[src/rtl/mult_share_arbiter_pkg.sv]
// Shared definitions for the multiplier-sharing arbiter: default widths,
// the index-width helper and the response tag carried down the pipeline.
package mult_share_arbiter_pkg;

  localparam int unsigned DEF_NUM_REQ        = 4;
  localparam int unsigned DEF_DATA_IN_WIDTH  = 8;
  localparam int unsigned DEF_DATA_OUT_WIDTH = 8;
  localparam int unsigned DEF_TAKE_MSB       = 1;
  localparam int unsigned DEF_MULT_LATENCY   = 2;

  // Tag id field is sized for up to 256 requesters; the top truncates it.
  localparam int unsigned TAG_ID_W = 8;

  typedef struct packed {
    logic                valid;
    logic [TAG_ID_W-1:0] id;
  } resp_tag_t;

  // Ceiling log2 with a floor of 1 so single-value fields keep one bit.
  function automatic int unsigned clog2(input int unsigned n);
    int unsigned r;
    r = 0;
    for (int unsigned v = 1; v < n; v = v << 1) begin
      r++;
    end
    return (r == 0) ? 1 : r;
  endfunction

endpackage

[src/rtl/multiplier_param.sv]
// Combinational unsigned multiplier returning an MSB- or LSB-aligned slice.
module multiplier_param #(
  parameter int unsigned DATA_IN_WIDTH  = 8,
  parameter int unsigned DATA_OUT_WIDTH = 8,
  parameter int unsigned TAKE_MSB       = 1
) (
  input  logic [DATA_IN_WIDTH-1:0]  a,
  input  logic [DATA_IN_WIDTH-1:0]  b,
  output logic [DATA_OUT_WIDTH-1:0] y
);

  localparam int unsigned FULL_W = 2 * DATA_IN_WIDTH;
  localparam int unsigned SHIFT  = (TAKE_MSB != 0) ? (FULL_W - DATA_OUT_WIDTH) : 0;

  logic [FULL_W-1:0] full;

  assign full = FULL_W'(a) * FULL_W'(b);
  // Truncating the shifted product selects the slice; no rounding or saturation.
  assign y    = DATA_OUT_WIDTH'(full >> SHIFT);

endmodule

[src/rtl/rr_arbiter_onehot.sv]
// Round-robin arbiter: grants the first requester at or above ptr, wrapping.
module rr_arbiter_onehot #(
  parameter int unsigned NUM_REQ = 4,
  parameter int unsigned PTR_W   = 2
) (
  input  logic [NUM_REQ-1:0] req,
  input  logic [PTR_W-1:0]   ptr,
  output logic [NUM_REQ-1:0] grant
);

  logic found;

  // Scan distances 0..NUM_REQ-1 from ptr; the first requesting slot wins.
  always_comb begin
    grant = '0;
    found = 1'b0;
    for (int unsigned k = 0; k < NUM_REQ; k++) begin
      for (int unsigned i = 0; i < NUM_REQ; i++) begin
        if (!found && req[i] && (((32'(ptr) + k) % NUM_REQ) == i)) begin
          grant[i] = 1'b1;
          found    = 1'b1;
        end
      end
    end
  end

endmodule

[src/rtl/mult_share_arbiter.sv]
// Shares one pipelined multiplier among NUM_REQ requesters with round-robin
// grants; results come back tagged with the originating requester.
module mult_share_arbiter
  import mult_share_arbiter_pkg::*;
#(
  parameter int unsigned NUM_REQ        = DEF_NUM_REQ,
  parameter int unsigned DATA_IN_WIDTH  = DEF_DATA_IN_WIDTH,
  parameter int unsigned DATA_OUT_WIDTH = DEF_DATA_OUT_WIDTH,
  parameter int unsigned TAKE_MSB       = DEF_TAKE_MSB,
  parameter int unsigned MULT_LATENCY   = DEF_MULT_LATENCY
) (
  input  logic                                 clk,
  input  logic                                 rst,
  input  logic                                 issue_en,
  input  logic [NUM_REQ-1:0]                   req_valid,
  input  logic [NUM_REQ*DATA_IN_WIDTH-1:0]     req_a,
  input  logic [NUM_REQ*DATA_IN_WIDTH-1:0]     req_b,
  output logic [NUM_REQ-1:0]                   req_ready,
  output logic [NUM_REQ-1:0]                   resp_valid,
  output logic [DATA_OUT_WIDTH-1:0]            resp_data,
  output logic [clog2(NUM_REQ)-1:0]            resp_id,
  output logic [clog2(MULT_LATENCY+1)-1:0]     inflight
);

  localparam int unsigned ID_W  = clog2(NUM_REQ);
  localparam int unsigned INF_W = clog2(MULT_LATENCY + 1);

  logic [ID_W-1:0]           rr_ptr;
  logic [ID_W-1:0]           grant_idx;
  logic [NUM_REQ-1:0]        grant;
  logic                      accept;
  logic                      emit;
  logic [DATA_IN_WIDTH-1:0]  a_sel;
  logic [DATA_IN_WIDTH-1:0]  b_sel;
  logic [DATA_OUT_WIDTH-1:0] prod;
  resp_tag_t                 tag_q  [MULT_LATENCY];
  logic [DATA_OUT_WIDTH-1:0] data_q [MULT_LATENCY];
  resp_tag_t                 resp_tag;

  rr_arbiter_onehot #(
    .NUM_REQ (NUM_REQ),
    .PTR_W   (ID_W)
  ) u_rr (
    .req   (req_valid),
    .ptr   (rr_ptr),
    .grant (grant)
  );

  assign req_ready = (rst || !issue_en) ? '0 : grant;
  assign accept    = |req_ready;

  // Operand mux and index encode from the one-hot grant.
  always_comb begin
    a_sel     = '0;
    b_sel     = '0;
    grant_idx = '0;
    for (int unsigned i = 0; i < NUM_REQ; i++) begin
      if (req_ready[i]) begin
        a_sel     = req_a[i*DATA_IN_WIDTH +: DATA_IN_WIDTH];
        b_sel     = req_b[i*DATA_IN_WIDTH +: DATA_IN_WIDTH];
        grant_idx = ID_W'(i);
      end
    end
  end

  multiplier_param #(
    .DATA_IN_WIDTH  (DATA_IN_WIDTH),
    .DATA_OUT_WIDTH (DATA_OUT_WIDTH),
    .TAKE_MSB       (TAKE_MSB)
  ) u_mult (
    .a (a_sel),
    .b (b_sel),
    .y (prod)
  );

  // A response is emitted at the edge that loads the last stage with a valid op.
  if (MULT_LATENCY == 1) begin : g_emit_direct
    assign emit = accept;
  end else begin : g_emit_staged
    assign emit = tag_q[MULT_LATENCY-2].valid;
  end

  always_ff @(posedge clk) begin
    if (rst) begin
      rr_ptr   <= '0;
      inflight <= '0;
      for (int unsigned s = 0; s < MULT_LATENCY; s++) begin
        tag_q[s]  <= '0;
        data_q[s] <= '0;
      end
    end else begin
      if (accept) begin
        rr_ptr <= (grant_idx == ID_W'(NUM_REQ - 1)) ? '0 : grant_idx + ID_W'(1);
      end
      inflight  <= inflight + INF_W'(accept) - INF_W'(emit);
      tag_q[0]  <= '{valid: accept, id: TAG_ID_W'(grant_idx)};
      data_q[0] <= prod;
      for (int unsigned s = 1; s < MULT_LATENCY; s++) begin
        tag_q[s]  <= tag_q[s-1];
        data_q[s] <= data_q[s-1];
      end
    end
  end

  assign resp_tag   = tag_q[MULT_LATENCY-1];
  assign resp_valid = resp_tag.valid ? (NUM_REQ'(1) << resp_tag.id) : '0;
  assign resp_data  = data_q[MULT_LATENCY-1];
  assign resp_id    = ID_W'(resp_tag.id);

endmodule

[config.mk]
export PLATFORM = sky130hd
export DESIGN_NAME = mult_share_arbiter
export DESIGN_NICKNAME = d
export VERILOG_FILES = /design/src/rtl/mult_share_arbiter_pkg.sv /design/src/rtl/multiplier_param.sv /design/src/rtl/rr_arbiter_onehot.sv /design/src/rtl/mult_share_arbiter.sv
export SDC_FILE = /design/constraint.sdc
export NUM_CORES = 1
export LEC_CHECK = 0
export ABC_CLOCK_PERIOD_IN_PS = 6270
export BUFFER_PORTS_ARGS = -buffer_cell sky130_fd_sc_hd__buf_2
export CAP_MARGIN = 20
export CORE_UTILIZATION = 49
export CTS_CLUSTER_DIAMETER = 30
export DETAILED_ROUTE_END_ITERATION = 6
export PLACE_DENSITY = 0.89
export REMOVE_ABC_BUFFERS = 1
export SLEW_MARGIN = 20
export SYNTH_ARGS = -nofsm -noshare
export SYNTH_HDL_FRONTEND = slang
export SYNTH_SLANG_ARGS = --single-unit
[constraint.sdc]
create_clock -name clk -period 6.27 [get_ports clk]
set_input_delay 0.627 -clock clk [delete_from_list [all_inputs] [get_ports clk]]
set_output_delay 0.627 -clock clk [all_outputs]
set_load 0.01 [all_outputs]
==> flow_metrics.env <==
export IMPL_outcome="finished with violations"
export IMPL_violations="DRC"
export IMPL_slew_viol_final=0
export IMPL_numCtsBuffers=3
export IMPL_ir_drop_uv=78.4
export IMPL_ioPinCount=91
export IMPL_cts_root_buffer="clkbuf_8"
export IMPL_hp_class="reg -> reg"
export IMPL_critical_path_class="in -> reg"
export IMPL_yosys_area_share_adder_pct=34.2
export IMPL_ys_warn_count=0
export IMPL_core_um2=6490
export IMPL_cts_htree_levels=1
export IMPL_p_leak_nw=2.21
export IMPL_pwr_density_cell_nw_per_um2=105
export IMPL_yosysSeqAreaShare_pct=15.5
export IMPL_synth_flop_cell="dfxtp_1"
export IMPL_avgSynthCellArea_um2=9.00
export IMPL_dieArea_um2=7200
export IMPL_start_kind="input port"
export IMPL_syn_to_final_growth_pct=19.4
export IMPL_slew_headroom_pct=70.7
export IMPL_post_cts_setup_buffer_count=0
export IMPL_ctsLongestPathBuffers=2
export IMPL_num_rows=29
export IMPL_grt_usage_pct=22.8
export IMPL_drive_above_1_share_pct=32.7
export IMPL_nNetsFinal=612
export IMPL_grt_overflow_total=0
export IMPL_worst_clock_skew_ps=2.73
export IMPL_grt_pass1_wl_um=13300
export IMPL_wl_um=7920
export IMPL_ys_types=61
export IMPL_synth_top_family_by_area="adder cells"
export IMPL_clkTransAtPathRegs_ps=70
export IMPL_worst_pin_slew_ps=439
export IMPL_final_setup_worst_slack_ps=260
export IMPL_synthMuxAreaShare_pct=1.08
export IMPL_synth_edff_count=0
export IMPL_min_period_over_period_pct=95.9
export IMPL_first_pass_iters=7
export IMPL_p_int_mw=0.293
export IMPL_final_core_util_pct=61.9
export IMPL_synth_area_um2=3370
export IMPL_finalHoldViolCount=0
export IMPL_dp_cells=542
export IMPL_ant_nets=0
export IMPL_hpwl_um=6830
export IMPL_drt_initial_drc_count=146
export IMPL_fp_dieW_um=84.9
export IMPL_wl_per_cell_um=14.5
export IMPL_port_buffers=90
export IMPL_p_switching_mw=0.130
export IMPL_gp_congestion=0.959
export IMPL_stdcell_area_um2=4020
export IMPL_crit_fanout=16
export IMPL_grt_max_degree=26
export IMPL_clockPowerShare_pct=20.0
export IMPL_die_h_um=84.9
export IMPL_async_flop_share_pct=0
export IMPL_max_freq_ghz=0.166
export IMPL_cp_required_ps=6410
export IMPL_start_util_pct=51.8
export IMPL_synth_xor_xnor_area_share_pct=1.30
export IMPL_critPathCaptureType="flop"
export IMPL_synth_compound_area_share_pct=17.1
export IMPL_final_cells=545
export IMPL_clkLatencyLatePin_ps=250
export IMPL_nFillCells=559
export IMPL_drc=3
export IMPL_power_frac_comb_pct=37.7
export IMPL_switching_share_pct=30.8
export IMPL_antenna_found_initial=0
export IMPL_ys_seq_elements=26
export IMPL_placed_area_um2=3950
export IMPL_dpl_worst_slack_ps=-98.0
export IMPL_num_vias=3074
export IMPL_n_antenna_cell=0
export IMPL_synthCells=374
export IMPL_sequentialPowerShare_pct=42.3
export IMPL_cp_arrival_ps=6150
export IMPL_maxCapViolCount=0
export IMPL_viasPerCell=5.64
export IMPL_cts_sinks=26
export IMPL_grt_pass1_vias=3175
export IMPL_final_setup_viol_count=0
export IMPL_period_minus_slack_ps=6010
export IMPL_synth_simple_area_share_pct=21.7
export IMPL_cts_tree="built"
## cell families (layout without fill, tap and decap cells)
| group | after synthesis | in the layout |
|---|---|---|
| XOR/XNOR | 5 | 5 |
| adder cells (fa/ha/maj) | 71 | 71 |
| flip-flops | 26 | 26 |
| AO/OA/AOI/OAI | 68 | 68 |
| buffers and inverters | 64 | 158 |
| multiplexers | 3 | 3 |
| AND/OR/NAND/NOR | 137 | 137 |
## routing by layer
metal / wire length [um] / part of all wire, % / track usage (%) / vias to the layer above
met5: 0 / 0 / 0 / -
met2: 4180 / 53 / 45.3 / 137
met4: 142 / 1.8 / 7.24 / 0
met1: 3050 / 38 / 25.0 / 1463
met3: 554 / 7.0 / 2.53 / 19
li1: - / - / - / 1455
## power groups by stage
stage                     registers [mW]  clock network (mW)  logic [mW]
after detailed placement           0.183                   0       0.157
final                              0.179              0.0845       0.160
after global routing               0.180              0.0932       0.177
after CTS                          0.179              0.0873       0.158
after global placement             0.183                   0       0.150
after floorplan                    0.184                   0      0.0831
## what timing repair did
action | in CTS | in global routing
resized for setup | 0 | 9
hold endpoints to repair | 0 | 0
hold buffers | 0 | 0
endpoints found under the setup margin | 0 | 2
## placed cells by master, fill, tap and decap left out, types with 2 or more instances in the layout
| cell type | instances |
|---|---|
| and2_1 | 5 |
| a22o_1 | 2 |
| a21boi_1 | 4 |
| and2_2 | 2 |
| dfxtp_1 | 25 |
| nand2b_1 | 3 |
| ha_1 | 36 |
| a221o_1 | 2 |
| nor3_1 | 11 |
| buf_4 | 24 |
| and3_1 | 4 |
| buf_2 | 90 |
| a221oi_1 | 2 |
| a222oi_1 | 10 |
| o21ai_0 | 2 |
| o211ai_1 | 2 |
| o21ba_1 | 2 |
| nor2_1 | 47 |
| a21boi_2 | 5 |
| nand3_1 | 4 |
| o21a_1 | 7 |
| a21oi_1 | 8 |
| fa_1 | 35 |
| nor3b_1 | 3 |
| or2_2 | 12 |
| a21o_1 | 4 |
| xnor2_1 | 4 |
| o211a_1 | 3 |
| clkbuf_8 | 3 |
| nor2b_1 | 23 |
| nand2_1 | 11 |
| inv_1 | 40 |
## state kept, by name (all words and copies together), names as in the netlist
name and flops:
data_q 16, tag_q 6, rr_ptr 2, inflight 2
## worst paths after layout
path                start             to  slack [ps]  depth (start not counted)
max          req_valid[2]   data_q[0][7]         260                         22
min          data_q[0][5]  data_q[0][13]         440                          1
max reg2reg     rr_ptr[0]   data_q[0][7]         330                         21
min reg2reg  data_q[0][5]  data_q[0][13]         440                          1
## worst max-delay path: stages
cell	delay (ps)
buf_2	200
a2bb2oi_1	180
o22ai_1	120
and3_1	230
buf_12	160
a222oi_1	330
a21boi_1	250
buf_4	190
nor2_1	80
fa_1	550
fa_1	440
fa_1	550
inv_1	50
fa_1	530
inv_1	50
ha_1	200
a21o_1	150
a21o_1	200
or3_1	330
o21a_1	200
a31o_1	230
mux2_4	290
## Yosys cell counts (2+ instances only)
cell	count	area [um^2]
a221oi_1	2	17.5
clkbuf_1	8	30.0
buf_4	12	90.1
xnor2_1	4	35.0
and2_1	7	43.8
a22o_1	2	17.5
nor3_1	11	55.1
inv_1	40	150
nor3b_1	3	22.5
nand3_1	4	20.0
and3_1	4	25.0
or2_2	12	75.1
buf_6	3	33.8
o21a_1	7	52.6
o211a_1	3	30.0
o211ai_1	2	15.0
nand2_1	11	41.3
nor2_1	48	180
a222oi_1	10	100
ha_1	36	450
a21o_1	4	30.0
o21ba_1	2	20.0
fa_1	35	701
nor2b_1	23	144
nand2b_1	3	18.8
o21ai_0	2	10.0
a21boi_1	9	67.6
dfxtp_1	26	521
a221o_1	2	20.0
a21oi_1	8	40.0
## metrics by stage
stage	TNS, ps	power (mW)	hold WS (ps)
after floorplan	0	0.268	414
after global placement	0	0.333	419
after detailed placement	-98.0	0.340	427
after CTS	0	0.424	445
after global routing	-10.7	0.450	458
final	0	0.423	441
## area by class of cell
| class | instances | area (um^2) | share of cell area (%) |
|---|---|---|---|
| multi-input combinational | 284 | 2560 | 63.7 |
| timing repair buffer | 115 | 651 | 16.2 |
| sequential | 26 | 522 | 13.0 |
| inverter | 40 | 150 | 3.73 |
| tap | 77 | 96.3 | 2.40 |
| clock buffer | 3 | 41.3 | 1.03 |
Note: power is estimated with default switching activity, not from simulation.
